[config.mk]
export PLATFORM = sky130hd
export DESIGN_NAME = countdown_sequencer_flat
export DESIGN_NICKNAME = d
export VERILOG_FILES = /design/src/rtl/countdown_pkg.sv /design/src/rtl/countdown_sequencer_if.sv /design/src/rtl/down_counter_sync.sv /design/src/rtl/countdown_sequencer.sv /design/src/flat_wrapper.sv
export SDC_FILE = /design/constraint.sdc
export NUM_CORES = 1
export LEC_CHECK = 0
export BUFFER_PORTS_ARGS = -buffer_cell sky130_fd_sc_hd__buf_2
export CAP_MARGIN = 20
export CORE_MARGIN = 3
export CORE_UTILIZATION = 30
export DETAILED_ROUTE_END_ITERATION = 6
export PLACE_DENSITY_LB_ADDON = 0.08
export RECOVER_POWER = 100
export SYNTH_ARGS = -nofsm -noshare
export SYNTH_HDL_FRONTEND = slang
export SYNTH_SLANG_ARGS = --single-unit
[constraint.sdc]
create_clock -name Clk -period 2.1 [get_ports Clk]
set_input_delay 0.21 -clock Clk [delete_from_list [all_inputs] [get_ports Clk]]
set_output_delay 0.21 -clock Clk [all_outputs]
set_load 0.005 [all_outputs]
[src/rtl/countdown_pkg.sv]
// Shared constants and state encoding for the countdown sequencer.
package countdown_pkg;

    localparam int unsigned WIDTH_DEF = 4;
    localparam int unsigned PRE_W_DEF = 4;

    // 2'b11 is unused and recovers to IDLE.
    typedef enum logic [1:0] {
        IDLE  = 2'b00,
        RUN   = 2'b01,
        PAUSE = 2'b10
    } state_t;

endpackage

[src/rtl/countdown_sequencer_if.sv]
// Control strobes and status bundle between a controller and the countdown sequencer.
interface countdown_sequencer_if
    import countdown_pkg::*;
#(
    parameter int unsigned WIDTH = WIDTH_DEF,
    parameter int unsigned PRE_W = PRE_W_DEF
);

    logic             start;
    logic             pause;
    logic             stop;
    logic             auto_reload;
    logic [WIDTH-1:0] load_val;
    logic [PRE_W-1:0] prescale;
    logic [WIDTH-1:0] count;
    logic             busy;
    logic             done;
    logic [1:0]       state;

    modport master (
        output start, pause, stop, auto_reload, load_val, prescale,
        input  count, busy, done, state
    );

    modport slave (
        input  start, pause, stop, auto_reload, load_val, prescale,
        output count, busy, done, state
    );

endinterface

[src/rtl/down_counter_sync.sv]
// Synchronous loadable down counter that saturates at zero.
module down_counter_sync
    import countdown_pkg::*;
#(
    parameter int unsigned WIDTH = WIDTH_DEF
) (
    input  logic             Clk,
    input  logic             Clr,
    input  logic             load,
    input  logic [WIDTH-1:0] load_data,
    input  logic             en,
    input  logic             clear,
    output logic [WIDTH-1:0] q,
    output logic             is_one
);

    always_ff @(posedge Clk) begin
        if (Clr) begin
            q <= '0;
        end else if (clear) begin
            q <= '0;
        end else if (load) begin
            q <= load_data;
        end else if (en && (q != '0)) begin
            q <= q - WIDTH'(1);
        end
    end

    assign is_one = (q == WIDTH'(1));

endmodule

[src/rtl/countdown_sequencer.sv]
// Programmable countdown timer: load, prescaled run, pause, abort, done pulse, optional auto-reload.
module countdown_sequencer
    import countdown_pkg::*;
#(
    parameter int unsigned WIDTH = WIDTH_DEF,
    parameter int unsigned PRE_W = PRE_W_DEF
) (
    input logic                  Clk,
    input logic                  Clr,
    countdown_sequencer_if.slave bus
);

    state_t           state_r;
    logic [PRE_W-1:0] presc_cnt;
    logic [PRE_W-1:0] presc_term;
    logic [WIDTH-1:0] reload_r;
    logic             reload_en;
    logic             done_r;

    logic [WIDTH-1:0] q;
    logic             is_one;
    logic             tick;
    logic             cnt_load;
    logic             cnt_en;
    logic             cnt_clear;
    logic [WIDTH-1:0] cnt_data;

    // Counter control decoded from the same priority order the FSM uses.
    always_comb begin
        tick      = (presc_cnt == presc_term);
        cnt_load  = 1'b0;
        cnt_en    = 1'b0;
        cnt_clear = 1'b0;
        cnt_data  = reload_r;
        case (state_r)
            IDLE: begin
                if (bus.start) begin
                    cnt_load = 1'b1;
                    cnt_data = bus.load_val;
                end
            end
            RUN: begin
                if (bus.stop) begin
                    cnt_clear = 1'b1;
                end else if (!bus.pause && tick) begin
                    if (is_one && reload_en) begin
                        cnt_load = 1'b1;
                    end else begin
                        cnt_en = 1'b1;
                    end
                end
            end
            PAUSE: begin
                cnt_clear = bus.stop;
            end
            default: begin
                cnt_clear = 1'b1;
            end
        endcase
    end

    down_counter_sync #(.WIDTH(WIDTH)) u_counter (
        .Clk       (Clk),
        .Clr       (Clr),
        .load      (cnt_load),
        .load_data (cnt_data),
        .en        (cnt_en),
        .clear     (cnt_clear),
        .q         (q),
        .is_one    (is_one)
    );

    always_ff @(posedge Clk) begin
        if (Clr) begin
            state_r    <= IDLE;
            presc_cnt  <= '0;
            presc_term <= '0;
            reload_r   <= '0;
            reload_en  <= 1'b0;
            done_r     <= 1'b0;
        end else begin
            done_r <= 1'b0;
            case (state_r)
                IDLE: begin
                    if (bus.start) begin
                        reload_r   <= bus.load_val;
                        presc_term <= bus.prescale;
                        reload_en  <= bus.auto_reload;
                        presc_cnt  <= '0;
                        // A zero load expires immediately without leaving IDLE.
                        if (bus.load_val != '0) begin
                            state_r <= RUN;
                        end else begin
                            done_r <= 1'b1;
                        end
                    end
                end
                RUN: begin
                    if (bus.stop) begin
                        state_r   <= IDLE;
                        presc_cnt <= '0;
                    end else if (bus.pause) begin
                        state_r <= PAUSE;
                    end else if (!tick) begin
                        presc_cnt <= presc_cnt + PRE_W'(1);
                    end else begin
                        presc_cnt <= '0;
                        if (is_one) begin
                            done_r <= 1'b1;
                            if (!reload_en) begin
                                state_r <= IDLE;
                            end
                        end
                    end
                end
                PAUSE: begin
                    if (bus.stop) begin
                        state_r   <= IDLE;
                        presc_cnt <= '0;
                    end else if (!bus.pause) begin
                        state_r <= RUN;
                    end
                end
                default: begin
                    state_r   <= IDLE;
                    presc_cnt <= '0;
                end
            endcase
        end
    end

    assign bus.count = q;
    assign bus.busy  = (state_r == RUN) || (state_r == PAUSE);
    assign bus.done  = done_r;
    assign bus.state = state_r;

endmodule

[src/flat_wrapper.sv]
// flat-port wrapper written by rule: the top's interface ports become plain ports
module countdown_sequencer_flat import countdown_pkg::*;
#(
    parameter int unsigned WIDTH = WIDTH_DEF,
    parameter int unsigned PRE_W = PRE_W_DEF
)
  (Clk, Clr, bus_start, bus_pause, bus_stop, bus_auto_reload, bus_load_val, bus_prescale, bus_count, bus_busy, bus_done, bus_state);
  countdown_sequencer_if #(.WIDTH(WIDTH), .PRE_W(PRE_W)) bus_i ();
  input logic Clk;
  input logic Clr;
  input wire logic [$bits(bus_i.start)-1:0] bus_start;
  input wire logic [$bits(bus_i.pause)-1:0] bus_pause;
  input wire logic [$bits(bus_i.stop)-1:0] bus_stop;
  input wire logic [$bits(bus_i.auto_reload)-1:0] bus_auto_reload;
  input wire logic [$bits(bus_i.load_val)-1:0] bus_load_val;
  input wire logic [$bits(bus_i.prescale)-1:0] bus_prescale;
  output wire logic [$bits(bus_i.count)-1:0] bus_count;
  output wire logic [$bits(bus_i.busy)-1:0] bus_busy;
  output wire logic [$bits(bus_i.done)-1:0] bus_done;
  output wire logic [$bits(bus_i.state)-1:0] bus_state;
  assign bus_i.start = bus_start;
  assign bus_i.pause = bus_pause;
  assign bus_i.stop = bus_stop;
  assign bus_i.auto_reload = bus_auto_reload;
  assign bus_i.load_val = bus_load_val;
  assign bus_i.prescale = bus_prescale;
  assign bus_count = bus_i.count;
  assign bus_busy = bus_i.busy;
  assign bus_done = bus_i.done;
  assign bus_state = bus_i.state;
  countdown_sequencer #(.WIDTH(WIDTH), .PRE_W(PRE_W)) u_core (.Clk(Clk), .Clr(Clr), .bus(bus_i));
endmodule
# Word-level counts from Yosys, hierarchy flattened

Index checks and enable logic that the tools add are counted.

Word-level logic and storage cells: 72
Output and inout port bits: 8
Bits in registers: 20
Bits of input ports: 14

Eq/ne operators: 12
Muxes and demuxes: 38
$add $sub $neg: 2
Reductions and logical operators: 13

Operators with widths:

| kind                  | count |
|---|---|
| $mux W4               | 9 |
| $mux W2               | 9 |
| $mux W1               | 15 |
| $pmux W4 S3           | 1 |
| $ne A4 B3 Y1 const B  | 2 |
| $reduce_bool A4 Y1    | 2 |
| $ne A3 B3 Y1 const B  | 2 |
| $pmux W2 S3           | 1 |
| $reduce_and A6 Y1     | 1 |
| $add A4 B1 Y4 const B | 1 |
| $eq A4 B1 Y1 const B  | 1 |
| $eq A4 B4 Y1          | 1 |
| $ne A2 B2 Y1 const B  | 2 |
| $ne A4 B4 Y1 const B  | 1 |
| $pmux W1 S2           | 2 |
| $sub A4 B1 Y4 const B | 1 |
| $logic_and A1 B1 Y1   | 3 |
| $pmux W1 S3           | 1 |
| $reduce_and A3 Y1     | 1 |
| $eq A2 B1 Y1 const B  | 1 |
| $eq A2 B2 Y1 const B  | 1 |
| $logic_not A2 Y1      | 1 |
| $ne A2 B1 Y1 const B  | 1 |
| $reduce_and A2 Y1     | 1 |
| other kinds (4)       | 4 |

# Logic depth before layout (Yosys ltp)

Gate-level depths: netlist (run 1).

Word-level depth: 9
Gate-level depth with buffers: 7
Gate-level depth less buffers: 7

# Modules after synthesis

A second synthesis (run 1) with hierarchy kept.

Cell total of the unflattened synthesis: 145
Area total of the unflattened synthesis: 1184.9 um2

By module, submodules not included:

| module              | times used | area an instance (um2) | cells each | seq. area each (um2) |
|---|---|---|---|---|
| countdown_sequencer | 1          | 912.1                  | 113        | 320.3 |
| down_counter_sync   | 1          | 272.8                  | 32         | 80.1 |

# Worst setup path after synthesis (run 1)

Ideal clock, no wire load.

Path kind: register to register
Start: register u_core.state_r[1] (netlist: u_core.bus.state[1])
End: register u_core.u_counter.q[3]
Cell stages (with the launch flop): 8
Data required time: 2.014 ns
Clock period less this slack: 1.885 ns
Library setup time: 0.086 ns
Arrival time: 1.799 ns
Path buffers: 0
Slack: 0.215 ns
Cells stage by stage: dfxtp_1 inv_1 ha_1 nor3b_1 and4_1 a21oi_1 and3b_1 a211oi_1

Cells in the longest elaborated chain, start to end: 4
Elaborated cells between the ends (all ways): 11
Those cells by class: eq/ne: 2; mux: 5; reduce/logical: 4

RTL lines:

| item                                | line                       | source |
|---|---|---|
| start, declared                     | countdown_sequencer.sv:13  | `state_t state_r;` |
| start signal, assigned              | countdown_sequencer.sv:75  | `state_r <= IDLE;` |
| start signal, assigned              | countdown_sequencer.sv:92  | `state_r <= RUN;` |
| start signal, assigned              | countdown_sequencer.sv:100 | `state_r <= IDLE;` |
| $eq A2 B1 Y1                        | countdown_sequencer.sv:35  | `case (state_r)` |
| $mux W1                             | countdown_sequencer.sv:35  |  |
| $logic_and A1 B1 Y1                 | down_counter_sync.sv:24    | `end else if (en && (q != '0)) begin` |
| $reduce_bool A2 Y1 (no source line) | --                         |  |
| end signal, assigned                | down_counter_sync.sv:23    | `q <= load_data;` |
| end signal, assigned                | down_counter_sync.sv:25    | `q <= q - WIDTH'(1);` |
| end, declared                       | down_counter_sync.sv:13    | `output logic [WIDTH-1:0] q,` |

Parallel ways exist; a longest one is shown, timed or not.
A chain may end at the register's enable or synchronous reset.

# Worst setup path in the final report (run 1)

Start: register u_core.state_r[1] (netlist: u_core.bus.state[1])
End: register u_core.state_r[0] (netlist: u_core.bus.state[0])

Cells in the longest elaborated chain, start to end: 3
Elaborated cells between the ends (all ways): 11
Those cells by class: eq/ne: 8; mux: 1; reduce/logical: 2

RTL lines:

| item                                                  | line                      | source |
|---|---|---|
| $eq A2 B1 Y1 (tied with other cells)                  | countdown_sequencer.sv:83 | `case (state_r)` |
| $ne A4 B4 Y1 (no source line) (tied with other cells) | --                        |  |
| $reduce_and A6 Y1 (no source line)                    | --                        |  |

Parallel ways exist; a longest one is shown, timed or not.

==> flow_metrics.py, run 1 <==
metrics = {
    "run_status": {
        "status": "complete, no violations",
    },
    "timing": {
        "setup_violations": 0,
        "setup_tns_ns": 0,
        "rsz0062_at_grt": "false",
        "worstMarginPinSlew_ns": 0.571,
        "slew_violations": 0,
        "hold_viol": 0,
        "period_needed_ns": 1.87,
        "finClkSkew_ns": 0.00203,
        "fmax_mhz": 536,
        "timing.final.crit_share_pct": 88.9,
        "timing.final.ws_setup_ns": 0.234,
        "relSlewSlack_pct": 61.4,
    },
    "logic_synthesis": {
        "syn-cell-area_um2": 1100,
        "synthArstFlopShare_pct": 0,
        "yosys.cell_types.count": 35,
        "synth_area_leaders": "dfxtp_1 (36%), ha_1 (7.9%), nand2_1 (6.5%)",
        "synth_warnings": 0,
        "synth_most_common_cell": "dfxtp_1",
        "synth.top_cell.area_share_pct": 36.3,
        "yosysSeqAreaShare_pct": 36.3,
        "netlist_instances": 128,
        "synth_top_area_cell": "dfxtp_1",
        "dominantRegCellSynth": "dfxtp_1",
        "synth_fp_nets": 149,
        "avgSynthCellArea_um2": 8.62,
        "synth_seq_cells": 20,
        "synthTopCellsByCount": "dfxtp_1 (20), nand2_1 (19), a21oi_1 (11), nor2_1 (11), inv_1 (8)",
        "synth_edf_count": 0,
    },
    "critical_path": {
        "critPathLaunch": "u_core.bus.state[1]",
        "reg2reg_depth": 7,
        "crit_family": "simple AND/OR/NAND/NOR gates",
        "r2r_end": "u_core.bus.state[0]",
        "arrival_ns": 2.05,
        "r2r_setup_slack_ns": 0.23,
        "crit_end": "u_core.bus.state[0]",
        "crit_buf_inv": 2,
        "slowest_delay_ns": 0.48,
        "crit_chain": "inv_1 -> ha_1 -> nor3b_1 -> clkbuf_1 -> a21boi_1 -> or4_1 -> a21oi_1",
        "cp-start-kind": "flop",
        "crit_required_ns": 2.29,
        "r2r_start": "u_core.bus.state[1]",
        "crit_cells": 7,
        "criticalPathCategory": "flop to flop",
        "endpoint_kind": "flop",
        "critPathSlowestCell": "or4_1",
        "path_max_fanout": 5,
    },
    "detailed_routing": {
        "final_antenna_net_count": 0,
        "wl_per_cell_um": 11.9,
        "drt_iter0_drc": 60,
        "drtPass1Iterations": 4,
        "via_count": 984,
        "drc": 0,
        "vias_per_cell": 4.92,
        "drt_wl_total_um": 2380,
    },
    "global_route": {
        "grt_pass1_vias": 886,
        "grt_use_total_pct": 11.7,
        "antenna_found_initial": 0,
        "grt_max_degree": 15,
        "grt_pass1_wl_um": 4040,
        "grt-ovfl-total": 0,
    },
    "floorplan": {
        "coreArea_um2": 3440,
        "chipHeight_um": 66.7,
        "rows": 21,
        "start_util_pct": 32.1,
        "ios": 22,
        "dieArea_um2": 4440,
        "die_w_um": 66.7,
    },
    "clock_network": {
        "cts_tree": "built",
        "clockBufferDepth": 2,
        "cts_resized": 0,
        "cts_buffers": 3,
        "worstSkewPairLatency_ns": 0.25,
        "ctsRootBufferMaster": "clkbuf_8",
        "post_cts_buffers": 0,
        "ctsHoldBuffers": 0,
        "cts.sinks": 20,
        "h-tree-depth": 1,
        "clk_pin_slew_ns": 0.07,
    },
    "placed_design": {
        "dp_hpwl_um": 1910,
        "gp_congestion": 0.759,
        "place_area_um2": 1270,
        "pre_cts_ws_ns": 0.186,
        "portBuffers": 21,
    },
    "finish": {
        "layout-drive-gt1-share_pct": 18.8,
        "antenna_cells": 0,
        "area_growth_pct": 19.5,
        "nets": 176,
        "fillers": 371,
        "final_cell_area_um2": 1320,
    },
    "pwr": {
        "cellPowerDensity_nw_per_um2": 743,
        "ir_drop_uv": 243,
        "leakage_nw": 0.590,
    },
    "hold_path": {
        "hold_class": "primary input to flop",
    },
    "run": {
        "maxCapViolCount": 0,
    },
}
## per-layer routing
| layer | GRT usage, % | up-vias | share of wire (%) |
|---|---|---|---|
| li1 | - | 501 | - |
| met1 | 16.7 | 465 | 52 |
| met2 | 17.7 | 16 | 43 |
| met3 | 2.19 | 2 | 4.2 |
| met4 | 3.81 | 0 | 0.67 |
| met5 | 0 | - | 0 |
## area by class of cell
class	instances	area (um2)	area share, %
multi-input combinational	98	653	49.5
sequential	20	400	30.4
tap	46	57.6	4.36
inverter	8	30.0	2.28
timing repair buffer	24	123	9.30
clock buffer	4	55.1	4.17
## tightest hold or removal path, delay by kind of cell
family	cells	cell delay, ns
AOI/OAI and AO/OA	1	0.05
buffers and inverters	1	0.09
and+or+nand+nor	1	0.04
## cell usage in the layout (no fill, tap or decap), drive strengths merged, types with 5 or more instances in the layout
| cell type | count |
|---|---|
| a21oi | 11 |
| buf | 22 |
| clkbuf | 6 |
| dfxtp | 20 |
| ha | 7 |
| inv | 8 |
| mux2i | 5 |
| nand2 | 19 |
| nor2 | 11 |
| xor2 | 7 |
## cell families (layout without fill, tap and decap cells)
kind of cell / after synthesis / count (layout) / share of synthesized area (%)
flops: 20 / 20 / 36.3
compound gates: 25 / 25 / 15.0
buf+inv: 10 / 36 / 4.19
mux: 5 / 5 / 4.54
simple gates: 51 / 51 / 24.2
xor+xnor: 10 / 10 / 7.94
fa+ha+maj: 7 / 7 / 7.94
## metrics by stage
stage	hold slack, ns	power, mW	util [%]	std cells
floorplan	0.279	0.624	-	128
global placement	0.444	0.707	37.0	196
detailed placement	0.450	0.709	37.0	196
CTS	0.184	1.00	38.6	200
global route	0.208	1.05	38.3	200
finish	0.190	0.980	38.3	200
## registers in the layout, summed over array words and instances (netlist names)
register	count
u_core.reload_en	1
u_core.bus.done	1
u_core.reload_r	4
u_core.presc_cnt	4
u_core.u_counter.q	4
u_core.bus.state	2
u_core.presc_term	4
## worst min-delay path by stage
stage,startpoint,end,slack (ns),cells after the start
after floorplan,Clr,u_core.bus.done,0.28,1
after global placement,u_core.reload_r[0],u_core.reload_r[0],0.44,2
after detailed placement,u_core.reload_r[0],u_core.reload_r[0],0.45,2
after CTS,bus_prescale[1],u_core.presc_term[1],0.18,3
after global routing,bus_auto_reload,u_core.reload_en,0.21,3
final,bus_prescale[1],u_core.presc_term[1],0.19,3
## power by group
group | switching (mW) | internal [mW]
clock network | 0.121 | 0.166
logic | 0.144 | 0.111
registers | 0.0277 | 0.410
total | 0.292 | 0.688
Power figures use the tool's default switching activity.
==> run 2: changes to the inputs <==
- SYNTH_HIERARCHICAL: not set -> 1
==> flow_metrics.py, run 2 <==
metrics = {
    "logic_synthesis": {
        "yosys.cell_types.count": 40,
        "synthTopCellsByCount": "nand2_1 (30), dfxtp_1 (20), a21oi_1 (19), inv_1 (9), ha_1 (7)",
        "synth_area_leaders": "dfxtp_1 (34%), nand2_1 (9.5%), a21oi_1 (8.0%)",
        "synth.top_cell.area_share_pct": 33.8,
        "synthArstFlopShare_pct": 0,
        "synth_warnings": 6,
        "yosysSeqAreaShare_pct": 33.8,
        "avgSynthCellArea_um2": 8.17,
        "synth_edf_count": 0,
        "synth_top_area_cell": "dfxtp_1",
        "netlist_instances": 145,
        "synth_fp_nets": 166,
        "synth_most_common_cell": "nand2_1",
        "syn-cell-area_um2": 1180,
        "synth_seq_cells": 20,
        "dominantRegCellSynth": "dfxtp_1",
    },
    "timing": {
        "hold_viol": 0,
        "slew_violations": 0,
        "relSlewSlack_pct": 59.3,
        "setup_tns_ns": 0,
        "rsz0062_at_grt": "false",
        "period_needed_ns": 1.94,
        "timing.final.crit_share_pct": 92.3,
        "finClkSkew_ns": 0.00491,
        "setup_violations": 0,
        "worstMarginPinSlew_ns": 0.605,
        "fmax_mhz": 516,
    },
    "placed_design": {
        "place_area_um2": 1380,
        "dp_hpwl_um": 2100,
        "gp_congestion": 0.757,
        "portBuffers": 21,
    },
    "pwr": {
        "leakage_nw": 0.618,
        "ir_drop_uv": 385,
        "cellPowerDensity_nw_per_um2": 876,
    },
    "finish": {
        "layout_common_cells": "nand2_1 (30), dfxtp_1 (20), a21oi_1 (19), buf_2 (17), inv_1 (9)",
        "final_cell_area_um2": 1450,
        "nets": 195,
        "layout-drive-gt1-share_pct": 20.2,
        "ff_latch_area_um2": 400,
        "area_growth_pct": 22.5,
        "antenna_cells": 0,
        "fillers": 433,
        "multiInputGateArea_um2": 748,
        "layout_commonest_cell": "nand2_1",
    },
    "detailed_routing": {
        "drtPass1Iterations": 2,
        "drt_iter0_drc": 81,
        "drc": 0,
        "final_antenna_net_count": 0,
        "vias_per_cell": 4.86,
        "via_count": 1075,
        "wl_per_cell_um": 12.5,
        "drt_wl_total_um": 2760,
    },
    "critical_path": {
        "arrival_ns": 2.14,
        "crit_required_ns": 2.30,
        "critPathSlowestCell": "or4b_1",
        "cp-start-kind": "flop",
        "slowest_delay_ns": 0.53,
        "criticalPathCategory": "flop to flop",
        "endpoint_kind": "flop",
        "crit_chain": "inv_1 -> ha_1 -> and2b_1 -> nor2b_1 -> nand2_1 -> o21ai_1 -> or4b_1 -> a21oi_1 -> nand3b_1",
        "path_max_fanout": 4,
    },
    "clock_network": {
        "ctsRootBufferMaster": "clkbuf_8",
        "cts_buffers": 3,
        "post_cts_buffers": 0,
        "worstSkewPairLatency_ns": 0.26,
        "ctsHoldBuffers": 0,
        "clockBufferDepth": 2,
        "cts_tree": "built",
        "cts_resized": 0,
        "h-tree-depth": 1,
        "cts.sinks": 20,
        "clk_pin_slew_ns": 0.08,
    },
    "global_route": {
        "grt_pass1_vias": 1055,
        "grt_use_total_pct": 13.5,
        "grt_pass1_wl_um": 4770,
        "antenna_found_initial": 0,
        "grt_max_degree": 21,
        "grt-ovfl-total": 0,
    },
    "floorplan": {
        "dieArea_um2": 4740,
        "rows": 22,
        "chipHeight_um": 68.8,
        "die_w_um": 68.8,
        "ios": 22,
        "start_util_pct": 31.7,
        "coreArea_um2": 3740,
    },
    "run_status": {
        "status": "complete, no violations",
    },
    "hold_path": {
        "hold_class": "primary input to flop",
    },
    "run": {
        "maxCapViolCount": 0,
    },
}
-- run 2: cell types whose count changed after synthesis, sizes merged, moves of 3 or more --
cell	before	now
xnor2	3	0
nand2	19	30
xor2	7	4
o21ai	1	7
a211oi	4	1
mux2i	5	2
nor2	11	6
a21oi	11	19
-- run 2: metal layers --
metal / global-route usage [%] / wire length [um] / part of all wire (%) / vias up
li1: - / - / - / 567
met5: 0 / 0 / 0 / -
met3: 4.05 / 125 / 4.5 / 2
met4: 3.65 / 19 / 0.69 / 0
met2: 22.1 / 1350 / 49 / 15
met1: 17.3 / 1270 / 46 / 491
-- run 2: layout make-up --
class | count | area share (%)
multi-input cells | 113 | 51.6
inverters | 9 | 2.33
well taps | 48 | 4.14
repair buffers | 27 | 9.48
flip-flops and latches | 20 | 27.6
clock inverters | 1 | 2.07
clock buffers | 3 | 2.84
-- run 2: cells by family after synthesis --
logic type | after synthesis | synth area share (%)
adder cells (fa/ha/maj) | 7 | 7.39
buffers and inverters | 12 | 3.80
flip-flops | 20 | 33.8
multiplexers | 3 | 2.96
XOR/XNOR | 4 | 3.59
AND/OR/NAND/NOR | 66 | 30.0
AO/OA/AOI/OAI | 33 | 18.5
-- run 2: final timing paths --
kind	from	to	slack, ns	cells past startpoint
min	bus_prescale[3]	u_core/presc_term[3]	0.19	3
max	u_core/bus.state[1]	u_core/u_counter/q[1]	0.16	9
max reg2reg	u_core/bus.state[1]	u_core/u_counter/q[1]	0.16	9
min reg2reg	u_core/reload_r[2]	u_core/reload_r[2]	0.47	2
-- run 2: report_power, final --
group	switching (mW)	internal [mW]	leakage [nW]
Combinational	0.240	0.180	0.419
Clock	0.132	0.254	0.0357
Sequential	0.0431	0.423	0.163
Total	0.415	0.857	0.618
-- run 2: metrics by stage --
stage / hold slack, ns / instances / setup WS, ns / utilization (%) / total power, mW
finish: 0.185 / 221 / 0.162 / 38.8 / 1.27
global route: 0.182 / 221 / 0.00136 / 38.8 / 1.39
CTS: 0.169 / 221 / 0.0671 / 38.9 / 1.31
detailed placement: 0.458 / 217 / 0.0719 / 37.0 / 0.904
global placement: 0.451 / 217 / 0.158 / 37.0 / 0.901
floorplan: 0.346 / 145 / 0.0491 / - / 0.760
-- run 2: worst max-delay path: cells and delay by family (launching register included) --
kind            cells  cell delay [ns]
compound gates      2             0.22
fa+ha+maj           1             0.22
buf+inv             1             0.06
flops               1             0.33
simple gates        5             1.04
